**config.mk**
```make
export PLATFORM = sky130hd
export DESIGN_NAME = cfg_loader
export DESIGN_NICKNAME = d
export VERILOG_FILES = /design/src/rtl/cfg_loader.sv
export SDC_FILE = /design/constraint.sdc
export NUM_CORES = 1
export LEC_CHECK = 0
export ABC_AREA = 1
export CAP_MARGIN = 25
export CORE_ASPECT_RATIO = 1.2
export CORE_MARGIN = 5
export CORE_UTILIZATION = 35
export DETAILED_ROUTE_END_ITERATION = 8
export GPL_ROUTABILITY_DRIVEN = 0
export GPL_TIMING_DRIVEN = 0
export HOLD_SLACK_MARGIN = 0.02
export SKIP_CTS_REPAIR_TIMING = 1
export SLEW_MARGIN = 20
export SYNTH_ARGS = -nofsm -noshare
export SYNTH_HDL_FRONTEND = slang
export SYNTH_SLANG_ARGS = --single-unit
```
**constraint.sdc**
```tcl
create_clock -name clk -period 2.3 [get_ports clk]
set_input_delay 0.46 -clock clk [delete_from_list [all_inputs] [get_ports clk]]
set_output_delay 0.46 -clock clk [all_outputs]
set_load 0.01 [all_outputs]
```
**src/rtl/cfg_loader.sv**
```systemverilog
// Serial configuration loader: hunts for a sync header, shifts in 3*NFIELDS select bits
// and commits them atomically. Define CFG_CHECKSUM_EN to add the trailing 8-bit checksum check.
module cfg_loader #(
  parameter int         NFIELDS = 25,
  parameter logic [7:0] SYNC    = 8'hA5
) (
  input  logic                 clk,
  input  logic                 rst_n,
  input  logic                 cfg_din,
  input  logic                 cfg_valid,
  input  logic                 cfg_abort,
  output logic [3*NFIELDS-1:0] cfg_word,
  output logic                 cfg_done,
  output logic                 cfg_err,
  output logic                 busy
);

  localparam int W  = 3 * NFIELDS;
  localparam int CW = $clog2(W + 1);

  typedef enum logic [1:0] {HUNT, LOAD, CSUM, RESULT} state_t;

  state_t        state, state_next;
  logic [7:0]    hdr, hdr_next;
  logic [W-1:0]  shadow, shadow_next;
  logic [CW-1:0] cnt, cnt_next;
  logic [W-1:0]  word_next;
  logic          done_next;

`ifdef CFG_CHECKSUM_EN
  logic [7:0] sum, sum_next;
  logic [7:0] csum, csum_next;
  logic [1:0] phase, phase_next;
  logic       err_next;
`else
  assign cfg_err = 1'b0;
`endif

  assign busy = (state != HUNT);

  always_comb begin
    state_next  = state;
    hdr_next    = hdr;
    shadow_next = shadow;
    cnt_next    = cnt;
    word_next   = cfg_word;
    done_next   = 1'b0;
`ifdef CFG_CHECKSUM_EN
    sum_next    = sum;
    csum_next   = csum;
    phase_next  = phase;
    err_next    = 1'b0;
`endif
    if (cfg_abort) begin
      state_next = HUNT;
      hdr_next   = '0;
      cnt_next   = '0;
`ifdef CFG_CHECKSUM_EN
      phase_next = '0;
      sum_next   = '0;
`endif
    end else begin
      case (state)
        HUNT: begin
          if (cfg_valid) begin
            hdr_next = {hdr[6:0], cfg_din};
            if ({hdr[6:0], cfg_din} == SYNC) begin
              state_next = LOAD;
              cnt_next   = '0;
`ifdef CFG_CHECKSUM_EN
              sum_next   = '0;
              phase_next = '0;
`endif
            end
          end
        end
        LOAD: begin
          if (cfg_valid) begin
            // Right shift: after W bits the first bit received lands in bit 0.
            shadow_next = {cfg_din, shadow[W-1:1]};
`ifdef CFG_CHECKSUM_EN
            // On a field's third bit its two earlier bits sit at the top of the shadow.
            if (phase == 2'd2) begin
              sum_next   = sum + {5'd0, cfg_din, shadow[W-1], shadow[W-2]};
              phase_next = '0;
            end else begin
              phase_next = phase + 2'd1;
            end
`endif
            if (cnt == CW'(W - 1)) begin
              cnt_next = '0;
`ifdef CFG_CHECKSUM_EN
              state_next = CSUM;
`else
              state_next = RESULT;
`endif
            end else begin
              cnt_next = cnt + 1'b1;
            end
          end
        end
`ifdef CFG_CHECKSUM_EN
        CSUM: begin
          if (cfg_valid) begin
            csum_next = {csum[6:0], cfg_din};
            if (cnt == CW'(7)) begin
              cnt_next   = '0;
              state_next = RESULT;
            end else begin
              cnt_next = cnt + 1'b1;
            end
          end
        end
`endif
        RESULT: begin
          // Lasts one cycle regardless of cfg_valid; any bit offered here is dropped.
          state_next = HUNT;
          hdr_next   = '0;
`ifdef CFG_CHECKSUM_EN
          if (csum == sum) begin
            word_next = shadow;
            done_next = 1'b1;
          end else begin
            err_next = 1'b1;
          end
`else
          word_next = shadow;
          done_next = 1'b1;
`endif
        end
        default: state_next = HUNT;
      endcase
    end
  end

  always_ff @(posedge clk or negedge rst_n) begin
    if (!rst_n) begin
      state    <= HUNT;
      hdr      <= '0;
      shadow   <= '0;
      cnt      <= '0;
      cfg_word <= '0;
      cfg_done <= 1'b0;
`ifdef CFG_CHECKSUM_EN
      sum      <= '0;
      csum     <= '0;
      phase    <= '0;
      cfg_err  <= 1'b0;
`endif
    end else begin
      state    <= state_next;
      hdr      <= hdr_next;
      shadow   <= shadow_next;
      cnt      <= cnt_next;
      cfg_word <= word_next;
      cfg_done <= done_next;
`ifdef CFG_CHECKSUM_EN
      sum      <= sum_next;
      csum     <= csum_next;
      phase    <= phase_next;
      cfg_err  <= err_next;
`endif
    end
  end

endmodule

```
==> flow_summary.rst, run 1 <==
.. list-table::
   :header-rows: 1

   * - Metric
     - Value
   * - Ordered list of cells on the worst path
     - inv_1 > nand2_1 > clkdlybuf4s50_1
   * - Total Die Area
     - 21780 sq um
   * - Num CTS Buffers
     - 17
   * - Via count of the first global-routing pass
     - 4805
   * - Class of the most critical setup path
     - register to output port
   * - Max stage delay cell, worst path
     - sky130_fd_sc_hd__clkdlybuf4s50_1
   * - Vias after detailed routing
     - 4680
   * - Synth warn
     - 0
   * - CTS tree
     - yes
   * - Synth area leaders
     - sky130_fd_sc_hd__dfrtp_1 (63%), sky130_fd_sc_hd__nand2_1 (11%), sky130_fd_sc_hd__o21ai_1 (7.5%)
   * - Chip Height
     - 160.7 um
   * - Worst-Margin Slew
     - 0.6229 ns
   * - Final Total Pwr
     - 0.01071 W
   * - Number of levels in the clock H-tree
     - 4
   * - Worst slack on hold paths
     - 0.004036 ns
   * - Drt pass-1 iters
     - 7
   * - Ant. Diodes
     - 0
   * - Status
     - finished clean
   * - Most frequently used flop master after synthesis
     - sky130_fd_sc_hd__dfrtp_1
   * - Clock slew seen by the registers of the worst setup and hold paths
     - 0.06 ns
   * - Net count after synthesis
     - 700
   * - Number of rows created at floorplan
     - 55
   * - Hold violation count in the final report
     - 0
   * - Leakage power of the design
     - 3.877 nW
   * - Starting DRC count in detailed routing
     - 229
   * - Synthesis-to-finish area growth
     - 27.06%
   * - Critical path depth in cells
     - 3
   * - Cell area after synthesis
     - between 6000 and 7000 sq um
   * - Hold Path Class
     - input pin to async pin
   * - HPWL after DPL
     - 9.458 mm
   * - Worst vdd rail ir drop
     - 0.0005329 V
   * - Async set or reset register ratio after synthesis
     - 100.0%
   * - Number of synthesized register bits
     - 167
   * - Maximum buffer depth of the clock tree
     - 2
   * - Unrepaired setup endpoints after global routing
     - no
   * - Most frequent cells in the layout
     - sky130_fd_sc_hd__nand2_1 (197), sky130_fd_sc_hd__dfrtp_1 (167), sky130_fd_sc_hd__o21ai_1 (99), sky130_fd_sc_hd__inv_1 (90), sky130_fd_sc_hd__clkdlybuf4s50_1 (80)
   * - Final period utilization
     - about 90%
   * - Clock period minus worst slack
     - roughly 2.1 ns
   * - Arr. time, crit path
     - 1.62 ns
   * - Die Span X
     - between 100 and 150 um
   * - I/O pin count
     - 83
   * - Placeable core region
     - 18720 sq um
   * - Gate Count Post-Synth
     - 693
   * - Total global-route track usage
     - a little over an eighth
   * - # setup viols final
     - 0
   * - Initial core utilization
     - 35.37%
   * - Top delay family on crit path
     - buffers and inverters
   * - Worst slew slack as a fraction of its limit
     - around three fifths
   * - Number of distinct library cell variants in the gate-level netlist after synthesis
     - 29
   * - Total length of routed wires
     - 13.74 mm
   * - Global-route wire length before repair
     - 23.98 mm
   * - Post-detailed-route via-to-cell ratio
     - 4.407
   * - Total congestion overflow after global routing
     - 0
   * - Mean instance size in the synthesized netlist
     - 9.553 sq um
   * - DRC viols
     - 0
   * - Maximum number of pins on one net before global-route repair
     - ~90
   * - CP startpoint kind
     - register
   * - Fraction of layout instances using a drive strength above 1
     - under 10%
   * - Post-synthesis sequential area ratio
     - 63.13%
   * - Post-synth EDFFs
     - 0
   * - Average routed wire per standard cell
     - 12.94 um
   * - Delay of the slowest cell on the worst path
     - about 0.55 ns
   * - Number of cells on the worst reg-to-reg path
     - 6
   * - Highest net fanout along the worst path
     - 5
   * - Proportion of netlist area held by the largest area contributor
     - about 63%
   * - Number of antenna-violating nets in the routed design
     - 0
   * - Number of nets at the end of the flow
     - 801
   * - Most common cell after layout, fill and taps aside
     - sky130_fd_sc_hd__nand2_1
   * - Category of the worst setup path capture point
     - output port
   * - Buffers and inverters on the worst path
     - 2
   * - Worst clock skew
     - 0.006836 ns
   * - CTS Root Buffer Type
     - sky130_fd_sc_hd__clkbuf_16
   * - F_max
     - 480.2 MHz
   * - Core occupancy in the finished layout
     - 44.94%
   * - Endpoint required time on the critical path
     - 1.84 ns
   * - Initial antenna violation count
     - 0
   * - Post-synthesis cell type with the largest combined area
     - sky130_fd_sc_hd__dfrtp_1
   * - Number of inserted filler cells in the final layout
     - 1838
   * - Clk sink count
     - 167
   * - Clock latency at the later pin of the worst-skew pair
     - 0.41 ns
   * - Total power density per cell area
     - 1274 nW/um^2
   * - Max-Cap Viols
     - 0
   * - Slew Limit Fails
     - 0
   * - Port-buffer cells
     - 81
-- path summary, 6_finish.rpt --
kind	startpoint	to	slack (ns)
setup / recovery	state[1]	busy	0.22
hold reg to reg	cfg_word[0]	cfg_word[0]	0.47
hold / removal	rst_n	cfg_word[23]	0.004
setup reg to reg	state[1]	shadow[10]	0.70
max in group asynchronous	rst_n	cfg_word[55]	1.48
min in group clk	cfg_word[0]	cfg_word[0]	0.47
-- stage by stage --
stage / TNS (ns) / instance area, sq um / setup WS, ns / std cells
2_1_floorplan: 0 / 6620 / 0.9917 / 693
3_3_place_gp: -1025.76 / 7751 / -6.160 / 1030
3_5_place_dp: 0 / 7784 / 0.09185 / 1031
4_1_cts: 0 / 8412 / 0.1926 / 1062
5_1_grt: 0 / 8412 / 0.06321 / 1062
6_report: 0 / 8412 / 0.2176 / 1062
-- flip-flops by register name, summed over array words and instances, names as in the netlist --
signal	count
hdr	7
cnt	7
state	2
shadow	75
cfg_word	75
cfg_done	1
-- synthesized netlist by cell type, types with 5 or more instances --
master                       n
sky130_fd_sc_hd__nand2_1   197
sky130_fd_sc_hd__dfrtp_1   167
sky130_fd_sc_hd__o21ai_1    99
sky130_fd_sc_hd__inv_1      90
sky130_fd_sc_hd__o21ai_0    37
sky130_fd_sc_hd__nor2_1     21
sky130_fd_sc_hd__o21ai_2    16
sky130_fd_sc_hd__buf_6      12
sky130_fd_sc_hd__nand3_1    11
sky130_fd_sc_hd__clkbuf_1    8
sky130_fd_sc_hd__buf_2       7
sky130_fd_sc_hd__buf_4       5
-- layer usage --
layer  vias to the layer above  wire [um]  global-route usage (%)
li1                       2374          -                       -
met1                      2213       6607                   18.34
met2                        78       6430                   21.92
met3                        15        518                   3.446
met4                         0        187                   4.125
met5                         -          0                       0
-- where the power goes --
| part | internal (W) | total [W] | switching (W) |
|---|---|---|---|
| Combinational | 0.00150 | 0.00301 | 0.00151 |
| Clock | 0.00195 | 0.00306 | 0.00112 |
| Sequential | 0.00405 | 0.00464 | 0.000593 |
| Total | 0.00750 | 0.0107 | 0.00322 |
-- layout make-up --
type,instances,area (sq um),share of cell area (%)
Tap cell,256,320.3,3.808
Clock buffer,22,454.2,5.399
Sequential cell,167,4179,49.68
Buffer,33,242.7,2.886
Clock inverter,9,173.9,2.068
Multi-Input combinational cell,401,1853,22.03
Timing Repair Buffer,82,843.3,10.03
Inverter,92,345.3,4.105
-- logic make-up (layout without fill, tap and decap cells) --
kind of cell | count (synthesis) | count (layout) | share of synthesized area, %
other | 1 | 1 | 0.05665
buffers and inverters | 125 | 238 | 8.883
xor gates and xnor gates | 1 | 1 | 0.1323
AOI/OAI and AO/OA | 160 | 160 | 13.21
DFF | 167 | 167 | 63.13
adders and majority gates | 2 | 2 | 0.3779
and+or+nand+nor | 237 | 237 | 14.21
Power figures use the tool's default switching activity.
==> run 2, diff against run 1 <==
--- a/config.mk
+++ b/config.mk
@@ -19,3 +19,4 @@
 export SYNTH_ARGS = -nofsm -noshare
 export SYNTH_HDL_FRONTEND = slang
 export SYNTH_SLANG_ARGS = --single-unit
+export TNS_END_PERCENT = 100
==> results of run 2 <==
The final DEF is identical to that of run 1; final timing and power are the same.
